==> src/rtl/load_store_unit.sv <==
// load_store_unit: RV32I data-memory front end with lane steering, load formatting and misalignment checks.
module load_store_unit (
  input  logic        clk,
  input  logic        rst_n,
  input  logic        req_valid,
  output logic        req_ready,
  input  logic        req_we,
  input  logic [2:0]  req_funct3,
  input  logic [31:0] req_addr,
  input  logic [31:0] req_wdata,
  output logic        rsp_valid,
  output logic [31:0] rsp_rdata,
  output logic        rsp_err,
  output logic        mem_req,
  output logic        mem_we,
  output logic [31:0] mem_addr,
  output logic [3:0]  mem_be,
  output logic [31:0] mem_wdata,
  input  logic        mem_gnt,
  input  logic        mem_rvalid,
  input  logic [31:0] mem_rdata
);
  typedef enum logic [1:0] {IDLE, REQ, WAIT, RESP} state_t;
  state_t state, state_nx;
  logic        we_q, err_q, bad;
  logic [2:0]  f3_q;
  logic [1:0]  off_q;
  logic [31:0] rdata_q, wdata_d, load_d;
  logic [3:0]  be_d;
  logic [7:0]  byte_s;
  logic [15:0] half_s;
  always_comb begin
    bad = (req_we ? (req_funct3[2] | (req_funct3[1:0] == 2'b11))
                  : ((req_funct3[1:0] == 2'b11) | (req_funct3 == 3'b110)))
        | ((req_funct3[1:0] == 2'b01) & req_addr[0])
        | ((req_funct3[1:0] == 2'b10) & (|req_addr[1:0]));
    be_d = !req_we ? 4'b1111
         : (req_funct3[1:0] == 2'b00) ? 4'b0001 << req_addr[1:0]
         : (req_funct3[1:0] == 2'b01) ? (req_addr[1] ? 4'b1100 : 4'b0011) : 4'b1111;
    wdata_d = (req_funct3[1:0] == 2'b00) ? {4{req_wdata[7:0]}}
            : (req_funct3[1:0] == 2'b01) ? {2{req_wdata[15:0]}} : req_wdata;
    byte_s = mem_rdata[{off_q, 3'b000} +: 8];
    half_s = off_q[1] ? mem_rdata[31:16] : mem_rdata[15:0];
    load_d = (f3_q[1:0] == 2'b00) ? {{24{~f3_q[2] & byte_s[7]}}, byte_s}
           : (f3_q[1:0] == 2'b01) ? {{16{~f3_q[2] & half_s[15]}}, half_s} : mem_rdata;
  end
  always_comb begin
    state_nx = state;
    case (state)
      IDLE:    state_nx = req_valid ? (bad ? RESP : REQ) : IDLE;
      REQ:     state_nx = mem_gnt ? (we_q ? RESP : WAIT) : REQ;
      WAIT:    state_nx = mem_rvalid ? RESP : WAIT;
      default: state_nx = IDLE;
    endcase
  end
  always_ff @(posedge clk or negedge rst_n)
    if (!rst_n) state <= IDLE;
    else state <= state_nx;
  // Request fields are latched once at accept so the bus sees them stable until grant.
  always_ff @(posedge clk or negedge rst_n)
    if (!rst_n) begin
      we_q      <= 1'b0;
      err_q     <= 1'b0;
      f3_q      <= 3'd0;
      off_q     <= 2'd0;
      rdata_q   <= 32'd0;
      mem_we    <= 1'b0;
      mem_addr  <= 32'd0;
      mem_be    <= 4'd0;
      mem_wdata <= 32'd0;
    end else if (state == IDLE && req_valid) begin
      we_q      <= req_we;
      err_q     <= bad;
      f3_q      <= req_funct3;
      off_q     <= req_addr[1:0];
      rdata_q   <= 32'd0;
      mem_we    <= req_we;
      mem_addr  <= {req_addr[31:2], 2'b00};
      mem_be    <= be_d;
      mem_wdata <= wdata_d;
    end else if (state == WAIT && mem_rvalid) begin
      rdata_q <= load_d;
    end
  assign req_ready = state == IDLE;
  assign mem_req   = state == REQ;
  assign rsp_valid = state == RESP;
  assign rsp_err   = err_q;
  assign rsp_rdata = rdata_q;
endmodule

==> config.mk <==
export PLATFORM = sky130hd
export DESIGN_NAME = load_store_unit
export DESIGN_NICKNAME = d
export VERILOG_FILES = /design/src/rtl/load_store_unit.sv
export SDC_FILE = /design/constraint.sdc
export NUM_CORES = 1
export LEC_CHECK = 0
export BUFFER_PORTS_ARGS = -buffer_cell sky130_fd_sc_hd__buf_2
export CAP_MARGIN = 20
export CORE_ASPECT_RATIO = 1.75
export CORE_UTILIZATION = 35
export DETAILED_ROUTE_END_ITERATION = 7
export MAX_ROUTING_LAYER = met4
export PLACE_DENSITY = 0.69
export SLEW_MARGIN = 40
export SYNTH_ARGS = -nofsm -noshare
export SYNTH_HDL_FRONTEND = slang
export SYNTH_SLANG_ARGS = --single-unit
==> constraint.sdc <==
create_clock -name clk -period 2.3 [get_ports clk]
set_clock_uncertainty 0.05 [all_clocks]
set_input_delay 0 -clock clk [delete_from_list [all_inputs] [get_ports clk]]
set_output_delay 0 -clock clk [all_outputs]
set_load 0.05 [all_outputs]
# After elaboration in Yosys (flattened, before gate mapping)
# Cells that the tools add are included.
[totals]
reg_bits = 107
word_cells = 53
[classes]
n_eq_ne = 8
n_shift = 2
mux = 18
bitwise_logic = 9
n_reduce_logical = 7
[op_table]
columns = ["op", "count"]
rows = [
  ["$mux 32", 6],
  ["$shiftx 32x6->8", 1],
  ["$mux 16", 1],
  ["$mux 4", 4],
  ["$eq 2x2->1 const B", 4],
  ["$eq 2x1->1 const B", 3],
  ["$logic_not 2->1", 3],
  ["$mux 2", 3],
  ["$pmux 2 s3", 1],
  ["$and 1x1->1", 4],
  ["$or 1x1->1", 4],
  ["$shl 1x2->4 const A", 1],
  ["$eq 3x3->1 const B", 1],
  ["$mux 1", 3],
  ["$logic_and 1x1->1", 2],
  ["$reduce_bool 2->1", 1],
  ["$reduce_or 2->1", 1],
  ["$not 1->1", 1],
]

# Longest topological paths before layout
[depth]
depth_word = 8
depth_mapped = 6
mapped_depth_nobuf = 3

# Worst setup path before layout
# Ideal clock, no wire load.
[synth_path]
kind = "register to register"
from = "register state[1]"
to = "register rdata_q[23] (netlist: rsp_rdata[23])"
arrival_time_ns = 1.491
path_slack_ns = 0.628
path_stages_with_launch = 7
path_buffers = 3
synth_period_minus_slack_ns = 1.672
cell_sequence = "dfrtp_1 or3b_2 clkbuf_1 buf_2 buf_2 nand3_1 o41ai_2"
[synth_between]
elab_chain_cells = 3
word_cells_on_any_way = 6
cone_classes = "eq/ne (1); mux (1); reduce/logical (4)"
[synth_lines]
columns = ["item", "line", "source"]
rows = [
  ["start: declaration", "24", "state_t state, state_nx;"],
  ["start signal: assignment", "58", "else state <= state_nx;"],
  ["$eq 2x2->1 / $logic_not 2->1 (equally long branches)", "81, 71", ""],
  ["$logic_and 1x1->1 (on tied branches)", "81, 71", ""],
  ["$reduce_bool 2->1 (no source line) / $mux 32 (equally long branches)", "-", ""],
  ["end signal: assignment", "82", "rdata_q <= load_d;"],
  ["end: declaration", "28", "logic [31:0] rdata_q, wdata_d, load_d;"],
]
# Several ways; a longest one is shown, not always the timed one.
# A chain may end at the register's enable or synchronous reset.

# Final worst setup path
[layout_path]
from = "register f3_q[0]"
to = "register rdata_q[31] (netlist: rsp_rdata[31])"
[layout_between]
elab_chain_cells = 5
word_cells_on_any_way = 6
cone_classes = "eq/ne (1); mux (4); reduce/logical (1)"
[layout_lines]
columns = ["item", "line", "source"]
rows = [
  ["start: declaration", "26", "logic [2:0] f3_q;"],
  ["start signal: assignment", "74", "f3_q <= req_funct3;"],
  ["$eq 2x1->1", "45", ": (f3_q[1:0] == 2'b01) ? {{16{~f3_q[2] & half_s[15]}}, half_s} : mem_rdata;"],
  ["$mux 32", "45", ""],
  ["$mux 32 (*)", "44", "load_d = (f3_q[1:0] == 2'b00) ? {{24{~f3_q[2] & byte_s[7]}}, byte_s}"],
  ["$mux 32 (*)", "81", "end else if (state == WAIT && mem_rvalid) begin"],
  ["$mux 32 (*)", "71", "end else if (state == IDLE && req_valid) begin"],
]
# Mark *: on every way between the ends. The rest lies on a longest branch, timed or not. The select of a mux whose other input is x is not followed.

==> results.tsv <==
stage	metric	value	unit
outcome	status	finished clean	
power_and_ir_drop	leakage	3.995	nW
floorplanning	total I/O pin count	210	
synthesis	Avg Cell Area, Syn	9.844	sq um
setup_path	Setup Crit Path Kind	reg2reg	
hold_path	hold crit path type	in2reg	
floorplanning	die width	94.73	um
power_and_ir_drop	post-route total power	11.55	mW
floorplanning	die area	0.01556	sq mm
global_routing	largest net degree at the start of global routing	51	
clock_network	CTS buffer count	9	
global_routing	vias in the first global route	5045	
layout	most common cell after layout, fill and taps aside	buf_2	
clock_network	clk buf depth	2	
timing	worst relative slew slack	58.12	%
clock_network	Clock Sink Count	107	
flow_run	max cap viols	0	
synthesis	Mapped Area	0.005266	sq mm
layout	layout net count	928	
place	detailed placement HPWL	11690	um
global_routing	total track usage	22.38	%
clock_network	Clock transition at path regs	70	ps
synthesis	Yosys cell types	39	
synthesis	Cells after Synth	535	
power_and_ir_drop	internal power	5.305	mW
power_and_ir_drop	share of power burned in registers	28.5	%
layout	layout cells sized above 1	32.49	%
global_routing	total grt overflow	0	
synthesis	Post-synth EDFFs	0	
setup_path	worst endpoint required time	2480	ps
timing	setup TNS	0	ps
timing	Max Slew Vio Count	0	
synthesis	yosys warns	0	
power_and_ir_drop	Pwr Density	1500	mW/mm^2
timing	RSZ-0062 raised after global routing	false	
layout	antenna fix cells	0	
power_and_ir_drop	power share of the combinational group	58.6	%
timing	Worst Max-Slew Pin Slew	628.2	ps
power_and_ir_drop	clock power share	12.9	%
synthesis	Synth Flop Type	dfrtp_1	
synthesis	sequential area share after synthesis	50.84	%
clock_network	root buf cell	clkbuf_16	
drt	vias	5117	
layout	Synth-to-Final Area Change	46.19	%
global_routing	initial antenna violation count	0	
global_routing	first-pass GRT wire length	25720	um
timing	Fmax achieved	517.1	MHz
drt	DR DRC count	0	
floorplanning	Starting Density	35.67	%
drt	Antenna Nets Post-Route	0	
setup_path	CP startpoint kind	register	
place	Port Buffers	207	
timing	Final period util	84.09	%
clock_network	post-CTS setup buffer count	0	
place	gpl congestion	0.8512	
setup_path	crit end category	register	
drt	wirelength, routed	17220	um
drt	wire per inst	17.03	um
floorplanning	die height	164.3	um
timing	Tmin final	1934	ps
synthesis	async set-reset flop share out of synthesis	100.0	%
clock_network	latest clock arrival within the worst-skew pair	340	ps
clock_network	CTS tree	yes	
timing	Final setup viols	0	
power_and_ir_drop	Peak VDD IR	0.0006148	V
clock_network	htree depth	3	
power_and_ir_drop	switching part of the total	54.06	%
clock_network	Post-CTS Hold Buffers	95	
layout	leading cell types in the layout, fill and taps excluded	buf_2 (206), nand2_1 (157), dfrtp_1 (107)	
power_and_ir_drop	P_sw	6.244	mW
setup_path	CP Max Fanout	25	
layout	fill count	1346	
drt	post-DR vias/cell	5.061	
floorplanning	Core ar.	0.01476	sq mm
setup_path	Worst EP arrival	2110	ps
synthesis	#FFs+latches synth	107	
timing	min setup slack post-route	366.0	ps
timing	Final Hold Violating Endpoints	0	
drt	DRT Pass-1 Iters	4	
place	Placement Setup Slack	379.4	ps
drt	DR iter-0 viols	216	
floorplanning	Row Count	59	
clock_network	post-cts repair resize count	0	
## routing by layer
metal / GRT usage (%) / up-vias / wire, um
met4: 11.98 / 0 / 762
met2: 39.57 / 198 / 9111
met3: 3.241 / 41 / 761
met1: 23.52 / 2437 / 6581
met5: - / - / 0
li1: - / 2441 / -
## flip-flops by register name, summed over array words and instances, names as in the netlist
| register | flops |
|---|---|
| rsp_rdata | 32 |
| mem_we | 1 |
| state | 2 |
| rsp_err | 1 |
| f3_q | 3 |
| mem_wdata | 32 |
| mem_addr | 30 |
| off_q | 2 |
| mem_be | 4 |
## path summary, 6_finish.rpt
| check | from | slack (ps) | depth (start not counted) | end |
|---|---|---|---|---|
| max in group asynchronous | rst_n | 1370 | 3 | mem_wdata[14] |
| min reg2reg | mem_addr[6] | 420 | 2 | mem_addr[6] |
| min | mem_rdata[10] | 20 | 3 | rsp_rdata[10] |
| min in group asynchronous | rst_n | 110 | 2 | rsp_rdata[13] |
| max reg2reg | f3_q[0] | 370 | 5 | rsp_rdata[31] |
| max | f3_q[0] | 370 | 5 | rsp_rdata[31] |
## final cells by class
cell class	instances	area (sq um)	share of cell area, %
clock buffer	11	242.7	3.153
inverter	9	33.78	0.4388
timing repair buffer	321	2145	27.86
clock inverter	5	35.03	0.4551
sequential	107	2678	34.78
multi-input combinational	375	2336	30.34
tap	183	229.0	2.974
## Yosys cell counts, types with 4 or more instances
library cell / number / area [sq um]
a211oi_1: 15 / 112.6
a21oi_1: 5 / 25.02
a221o_1: 8 / 80.08
a31oi_1: 4 / 25.02
and4b_1: 15 / 150.1
buf_1: 4 / 15.01
buf_2: 19 / 95.09
buf_4: 4 / 30.03
clkbuf_1: 15 / 56.30
dfrtp_1: 107 / 2678
inv_1: 8 / 30.03
mux2_2: 8 / 90.09
mux2i_1: 40 / 400.4
nand2_1: 157 / 589.3
nand3_1: 17 / 85.08
nor2_1: 22 / 82.58
o21ai_0: 26 / 130.1
o21ai_1: 4 / 20.02
o2bb2ai_1: 8 / 70.07
o32ai_1: 7 / 61.31
o41ai_1: 5 / 43.79
o41ai_2: 12 / 195.2
## cells by family after synthesis
kind of cell           Yosys count  synth area share [%]
other                            1               0.07121
AO/OA/AOI/OAI                   97                 14.97
buffers and inverters           54                 5.013
flip-flops                     107                 50.84
AND/OR/NAND/NOR                228                 19.79
multiplexers                    48                 9.313
## power by group through the flow
stage          Sequential (mW)  Combinational (mW)  Clock, mW
6_report                  3.29                6.77       1.49
5_1_grt                   3.40                7.17       1.59
4_1_cts                   3.28                6.76       1.54
3_5_place_dp              3.30                6.63          0
3_3_place_gp              3.28                6.54          0
2_1_floorplan             6.07                2.21          0
## per-stage QoR
stage	instance area (sq um)	hold slack, ps	cells	utilization [%]
floorplan	5270	-345.6	536	-
global placement	6470	-63.87	900	43.82
detailed placement	6470	-60.72	900	43.82
CTS	7699	9.335	1011	52.14
global route	7699	46.48	1011	52.14
finish	7699	17.30	1011	52.14
## critical path: stages (launching register included)
cell and delay (ps):
dfrtp_1 560, nor3_2 80, buf_4 170, a221o_1 310
buf_4 240, o41ai_1 390
No activity file was read; power rests on OpenSTA's default activity.
